`config.mk`:
```
export PLATFORM = sky130hd
export DESIGN_NAME = mxv_stream_top
export DESIGN_NICKNAME = d
export VERILOG_FILES = /design/src/rtl/mxv_stream_top.sv
export SDC_FILE = /design/constraint.sdc
export NUM_CORES = 2
export LEC_CHECK = 0
export CORE_ASPECT_RATIO = 1.2
export CORE_MARGIN = 2
export CORE_UTILIZATION = 45
export DETAILED_ROUTE_END_ITERATION = 8
export SLEW_MARGIN = 20
export SYNTH_ARGS = -nofsm -noshare
export SYNTH_HDL_FRONTEND = slang
export SYNTH_SLANG_ARGS = --single-unit
```
`constraint.sdc`:
```
create_clock -name clk -period 5.9 [get_ports clk]
set_input_delay 1.18 -clock clk [delete_from_list [all_inputs] [get_ports clk]]
set_output_delay 1.18 -clock clk [all_outputs]
set_load 0.02 [all_outputs]
```
`src/rtl/mxv_stream_top.sv`:
```
// Streaming signed matrix-vector multiplier: a ROWS x COLS weight file times one captured vector, one column per cycle.
// Optional feature macro MXV_SAT_EN: saturating accumulation with a sticky ovf flag (default build wraps, ovf = 0).
module mxv_stream_top #(
    parameter int unsigned DW    = 8,
    parameter int unsigned ROWS  = 8,
    parameter int unsigned COLS  = 8,
    parameter int unsigned ROW_W = 3,
    parameter int unsigned COL_W = 3,
    parameter int unsigned ACC_W = 16
) (
    input  logic                   clk,
    input  logic                   rst_n,
    input  logic                   cfg_valid,
    input  logic [ROW_W+COL_W-1:0] cfg_addr,
    input  logic [DW-1:0]          cfg_data,
    output logic                   cfg_err,
    input  logic                   x_valid,
    output logic                   x_ready,
    input  logic [COLS*DW-1:0]     x_vector_flat,
    output logic                   res_valid,
    input  logic                   res_ready,
    output logic [ROWS*ACC_W-1:0]  result_flat,
    output logic                   busy,
    output logic                   ovf
);

    localparam int unsigned AW = ROW_W + COL_W;
    localparam int unsigned PW = 2 * DW;

    localparam logic [1:0] S_IDLE    = 2'd0;
    localparam logic [1:0] S_COMPUTE = 2'd1;
    localparam logic [1:0] S_DONE    = 2'd2;

`ifdef MXV_SAT_EN
    localparam logic signed [ACC_W-1:0] ACC_MAX = {1'b0, {(ACC_W-1){1'b1}}};
    localparam logic signed [ACC_W-1:0] ACC_MIN = {1'b1, {(ACC_W-1){1'b0}}};
    logic signed [ACC_W:0]   sum_c;
`endif

    logic [1:0]              state_q, state_d;
    logic [COL_W-1:0]        col_q, col_d;
    logic                    x_ready_q, x_ready_d;
    logic                    res_valid_q, res_valid_d;
    logic                    busy_q, busy_d;
    logic                    cfg_err_q, cfg_err_d;
    logic                    ovf_q, ovf_d;
    logic signed [DW-1:0]    w_q   [ROWS][COLS];
    logic signed [DW-1:0]    x_q   [COLS];
    logic signed [ACC_W-1:0] acc_q [ROWS];
    logic signed [ACC_W-1:0] acc_d [ROWS];
    logic signed [PW-1:0]    prod_c     [ROWS];
    logic signed [ACC_W-1:0] prod_ext_c [ROWS];

    logic [ROW_W-1:0]        cfg_row;
    logic [COL_W-1:0]        cfg_col;
    logic                    cfg_ok;
    logic                    x_fire;

    // Weight writes are legal outside COMPUTE and only inside the populated matrix.
    assign cfg_row = cfg_addr[AW-1:COL_W];
    assign cfg_col = cfg_addr[COL_W-1:0];
    assign cfg_ok  = cfg_valid && (state_q != S_COMPUTE)
                  && ({1'b0, cfg_row} < (ROW_W+1)'(ROWS))
                  && ({1'b0, cfg_col} < (COL_W+1)'(COLS));
    assign x_fire  = x_valid && x_ready_q;

    // Full-precision column products for every row, sign-extended to accumulator width.
    always_comb begin
        for (int unsigned r = 0; r < ROWS; r++) begin
            prod_c[r]     = PW'(w_q[r][col_q]) * PW'(x_q[col_q]);
            prod_ext_c[r] = ACC_W'(prod_c[r]);
        end
    end

    always_comb begin
        state_d   = state_q;
        col_d     = col_q;
        ovf_d     = ovf_q;
        acc_d     = acc_q;
`ifdef MXV_SAT_EN
        sum_c     = '0;
`endif
        case (state_q)
            S_IDLE: begin
                if (x_fire) begin
                    state_d = S_COMPUTE;
                    col_d   = '0;
                    for (int unsigned r = 0; r < ROWS; r++) acc_d[r] = '0;
                end
            end
            S_COMPUTE: begin
                for (int unsigned r = 0; r < ROWS; r++) begin
`ifdef MXV_SAT_EN
                    sum_c = (ACC_W+1)'(acc_q[r]) + (ACC_W+1)'(prod_ext_c[r]);
                    if (sum_c[ACC_W] != sum_c[ACC_W-1]) begin
                        acc_d[r] = sum_c[ACC_W] ? ACC_MIN : ACC_MAX;
                        ovf_d    = 1'b1;
                    end else begin
                        acc_d[r] = sum_c[ACC_W-1:0];
                    end
`else
                    acc_d[r] = acc_q[r] + prod_ext_c[r];
`endif
                end
                if (col_q == COL_W'(COLS - 1)) begin
                    state_d = S_DONE;
                    col_d   = '0;
                end else begin
                    col_d   = col_q + COL_W'(1);
                end
            end
            S_DONE: begin
                if (res_ready) state_d = S_IDLE;
            end
            default: state_d = S_IDLE;
        endcase
        x_ready_d   = (state_d == S_IDLE);
        res_valid_d = (state_d == S_DONE);
        busy_d      = (state_d != S_IDLE);
        cfg_err_d   = cfg_valid && !cfg_ok;
    end

    always_ff @(posedge clk) begin
        if (!rst_n) begin
            state_q     <= S_IDLE;
            col_q       <= '0;
            x_ready_q   <= 1'b1;
            res_valid_q <= 1'b0;
            busy_q      <= 1'b0;
            cfg_err_q   <= 1'b0;
            ovf_q       <= 1'b0;
            for (int unsigned r = 0; r < ROWS; r++) begin
                acc_q[r] <= '0;
                for (int unsigned c = 0; c < COLS; c++) w_q[r][c] <= '0;
            end
            for (int unsigned c = 0; c < COLS; c++) x_q[c] <= '0;
        end else begin
            state_q     <= state_d;
            col_q       <= col_d;
            x_ready_q   <= x_ready_d;
            res_valid_q <= res_valid_d;
            busy_q      <= busy_d;
            cfg_err_q   <= cfg_err_d;
            ovf_q       <= ovf_d;
            acc_q       <= acc_d;
            if (cfg_ok) w_q[cfg_row][cfg_col] <= cfg_data;
            if (x_fire) begin
                for (int unsigned c = 0; c < COLS; c++) x_q[c] <= x_vector_flat[c*DW +: DW];
            end
        end
    end

    // Accumulators hold their value after DONE, so they double as the result register.
    for (genvar r = 0; r < ROWS; r++) begin : g_res
        assign result_flat[r*ACC_W +: ACC_W] = acc_q[r];
    end

    assign x_ready   = x_ready_q;
    assign res_valid = res_valid_q;
    assign busy      = busy_q;
    assign cfg_err   = cfg_err_q;
    assign ovf       = ovf_q;

endmodule

```
-- Word level (Yosys, flattened, before mapping)
Memories as Yosys holds them, arrays and structs flattened. A register that Yosys moved wholly into a read port is not among the register bits.
Index checks and enable logic that the tools add are counted.
- register bits: 137
- memory bits (writable): 576
- input port bits: 83
- output and inout port bits: 133
- logic and storage cells: 118
- memories kept: 2
- add/sub/neg operators: 9
- multiply operators: 8
- magnitude comparators: 3
- eq/ne operators: 6
- mux-type cells: 55
- bitwise gates (word level): 10
- reductions and logical operators: 11
- memories (memory ; depth ; width ; read ports ; clocked after Yosys merged registers in ; write ports ; RTL line ; source):
    w_q ; 8 ; 64 ; 8 ; 0 ; 8 ; 47 ; logic signed [DW-1:0] w_q [ROWS][COLS];
    x_q ; 8 ; 8 ; 1 ; 1 ; 8 ; 48 ; logic signed [DW-1:0] x_q [COLS];
- operators with widths (kind ; number):
    $pmux 128 s2 ; 1
    $mux 8 ; 25
    $bmux 8 s3 ; 8
    $mux 64 ; 3
    $add 16x16->16 ; 8
    $mul 8x8->16 ; 8
    $mux 128 ; 1
    $reduce_or 64->1 ; 1
    $demux 8 s3 ; 1
    $mux 3 ; 5
    $ge 4x4->1 const B ; 2
    $not 3->4 ; 2
    $or 1x1->1 ; 8
    $mux 1 ; 6
    $mux 2 ; 3
    $pmux 2 s3 ; 1
    $pmux 3 s2 ; 1
    $eq 2x2->1 const B ; 2
    $logic_and 1x1->1 ; 4
    $logic_not 2->1 ; 2
    $lt 4x1->1 const B ; 1
    $reduce_bool 2->1 ; 2
    $add 3x1->3 const B ; 1
    $eq 3x3->1 const B ; 1
    other kinds (5) ; 5

-- Logic depth before layout (Yosys ltp)
- depth after elaboration: 8
- depth in mapped cells: 24
- depth with buffers taken out: 20

-- Worst setup path before layout
OpenSTA, ideal clock, no wires.
- path kind: reg2reg
- start: reg with a tool-made name
- end: reg acc_q (netlist bit result_flat[14])
- library setup time: 117 ps
- arrival: 5876 ps
- data required time: 5783 ps
- path slack: -93 ps
- cell stages (with the launch flop): 20
- path buffers: 3
- clock period less this slack: 5993 ps
- cell sequence: dfxtp_1 > clkbuf_1 > buf_2 > mux4_2 > mux2i_4 > buf_4 > nor2_1 > inv_1 > fa_1 > inv_1 > fa_1 > fa_1 > fa_1 > fa_1 > ha_1 > o21a_1 > o21ai_1 > a311oi_1 > or3_1 > a32o_1
- RTL lines (item ; RTL line ; source):
    to (signal, indexed assignment) ; 133 ; acc_q[r] <= '0;
    to (signal assigned) ; 145 ; acc_q <= acc_d;
    to (decl) ; 49 ; logic signed [ACC_W-1:0] acc_q [ROWS];

==> impl_metrics.csv <==
group,metric,value,unit
yosys,synth_cells,4647,
sta,hold_viol,0,
route,vias,35200,
setup_path,critical_path_class,"flop to flop",
yosys,synth_area,0.0546,mm²
route,post_drt_wl_per_cell,22.0,µm
floorplanning,die_height,386,µm
sta,tightest_slew,1.04,ns
setup_path,start_kind,"flop",
route,drt_iter0_drc,2524,
floorplanning,die_w,322,µm
sta,setup_viol,0,
layout,multi_input_area,0.0317,mm²
clock_network,holdBufCountCts,0,
setup_path,cpMostUsedCell,"fa_1",
sta,fmaxAchievable,0.173,GHz
clock_network,cts_tree,"built",
clock_network,cts_buffer_depth,3,
setup_path,crit_buf_inv,5,
floorplanning,ios,216,
setup_path,crit_arrival,6.30,ns
clock_network,cts.sinks,716,
sta,relSlewSlack,29.7,%
layout,layout-drive-gt1-share,15.8,%
sta,clock_skew,0.0202,ns
floorplanning,dieArea,0.124,mm²
route,detail-route-antenna-nets,0,
layout,n_antenna_cell,0,
layout,fill_cells,10400,
setup_path,crit_family,"adder cells",
clock_network,root_buffer,"clkbuf_16",
layout,fin_nets,5984,
setup_path,slowest_stage,"mux4_2",
grt,track_usage,23.5,%
setup_path,path_cells,"clkbuf_16 -> mux4_2 -> mux2i_4 -> buf_12 -> buf_16 -> nor2_1 -> fa_1 -> fa_1 -> inv_1 -> fa_1 -> inv_1 -> fa_1 -> fa_1 -> ha_2 -> nor4_1 -> o21ai_1 -> a31o_2 -> o41ai_4 -> xnor2_1 -> o21ai_0",
yosys,avgSynthCellArea,11.8,µm²
sta,final_max_slew_viol_count,0,
power_and_ir_drop,irDropWorstVdd,0.253,mV
yosys,ys_warn_count,0,
grt,first_global_vias,36900,
clock_network,htree_levels,3,
sta,period_needed,5.78,ns
yosys,async_reset_ff_share,0,%
yosys,synthTopCellsByArea,"edfxtp_1 (32%), fa_1 (21%), ha_1 (6.8%)",
clock_network,cts_buffers,79,
floorplanning,row_count,140,
yosys,synth_area_leader_cell,"edfxtp_1",
layout,utilization,52.8,%
setup_path,cpPeakStageDelay,0.54,ns
yosys,synth_top_area_share,31.7,%
grt,grt_max_degree,85,
hold_path,hold_path_class,"flop to flop",
grt,gr-total-overflow,0,
place,dp_slack,0.0450,ns
run,drv_cap,0,
floorplanning,initial_core_util,45.2,%
power_and_ir_drop,p_total,24900,µW
grt,antenna_found_initial,5,
sta,finalSetupTns,0,ns
sta,worst_slack,0.124,ns
clock_network,clk_pin_slew,0.06,ns
setup_path,path_max_fanout,32,
setup_path,worstPathRequired,6.42,ns
yosys,synth_seq_cells,716,
layout,syn2layout_area_growth,16.7,%
grt,grt_pass1_wl,220000,µm
route,drc_errors,0,
power_and_ir_drop,power_density,391,mW/mm²
outcome,outcome,"finished clean",
yosys,synthFlopType,"edfxtp_1",
floorplanning,core,0.121,mm²
clock_network,clk_latency,0.67,ns
setup_path,endpoint_kind,"flop",
route,wl,147000,µm
route,firstDrtPassIters,5,
sta,rsz0062_at_grt,"true",
power_and_ir_drop,p_leak,0.0269,µW
place,place_congestion,0.849,
yosys,yosysSeqAreaShare,36.8,%
place,port_buffers,214,
sta,period_share,97.9,%
yosys,synth_edf_count,576,
yosys,syn_nets,5596,
route,vias_per_cell,5.28,
layout,seq_area,0.0201,mm²
place,dp_hpwl,105000,µm
yosys,synth_cell_types,63,
[per-stage QoR]
| step | hold WS, ns | instance area, µm² | instances |
|---|---|---|---|
| after floorplan | 0.524 | 54600 | 4647 |
| after global placement | 0.490 | 59900 | 6442 |
| after detailed placement | 0.492 | 59900 | 6442 |
| after CTS | 0.501 | 62500 | 6588 |
| after global routing | 0.523 | 63800 | 6662 |
| final | 0.497 | 63800 | 6662 |
[cell type report]
type | count | area share, %
clock buffer | 98 | 3.34
clock inverter | 48 | 0.653
inverter | 609 | 3.59
multi-input combinational | 3097 | 49.7
sequential | 716 | 31.5
tap | 1562 | 3.06
timing repair buffer | 532 | 8.15
[kinds of logic (layout without fill, tap and decap cells)]
logic type | count (synthesis) | in the layout | synth area share, %
buf+inv | 834 | 1287 | 6.14
xor+xnor | 131 | 131 | 2.10
fa+ha+maj | 866 | 866 | 27.6
mux | 275 | 275 | 8.83
simple gates | 1427 | 1427 | 13.7
compound gates | 397 | 397 | 4.78
other cells | 1 | 1 | 0.00686
flops | 716 | 716 | 36.8
[sequential cells by signal, indices dropped and copies added, names as in the netlist, named ones only]
register and count:
busy 1, cfg_err 1, col_q 3, res_valid 1
result_flat 128, state_q 2, w_q 512, x_q 64
x_ready 1
[final timing paths]
check	start	endpoint	slack, ns	depth (start not counted)
hold / removal	result_flat[79]	result_flat[79]	0.50	2
hold reg to reg	result_flat[79]	result_flat[79]	0.50	2
setup reg to reg	flop	result_flat[47]	0.12	20
setup / recovery	flop	result_flat[47]	0.12	20
[report_power, final]
part           internal (µW)  leakage, µW  switching, µW
Clock                   2840      0.00125           2160
Sequential              5890      0.00702            485
Combinational           6410       0.0186           7170
Total                  15100       0.0269           9810
[synth_stat cells (all sizes together), types with 87 or more instances]
library cell and n:
nand2 198, inv 609, dfxtp 140, nor2 417, edfxtp 576, nor2b 101, mux4 144, and2 585
clkbuf 138, fa 568, buf 87, xnor2 121, ha 298, o21ai 146
[cell usage in the layout (no fill, tap or decap), types with 61 or more instances in the layout]
cell and n:
xnor2_1 121, clkdlybuf4s50_1 205, ha_1 282, and2_1 584
a22oi_1 61, nor2b_1 98, nand2_1 175, dfxtp_1 136
inv_1 608, fa_1 562, nor2_1 394, mux4_2 144
o21ai_0 112, clkbuf_16 89, edfxtp_1 576, buf_4 260
[worst min-delay path: cells and delay by family (launching register included)]
kind / cells / cell delay (ns)
compound gates: 1 / 0.07
flops: 1 / 0.33
simple gates: 1 / 0.05
[what timing repair did]
item,CTS,global route
buffers inserted,0,64
setup endpoints to repair,0,39
resized for setup,0,114
[per-layer routing]
layer	up-vias	GRT usage (%)	part of all wire [%]
met2	902	40.3	49
li1	16200	-	-
met5	-	0	0
met1	17900	31.7	43
met3	198	2.76	5.1
met4	0	6.44	2.6
No activity file was read; power rests on OpenSTA's default activity.
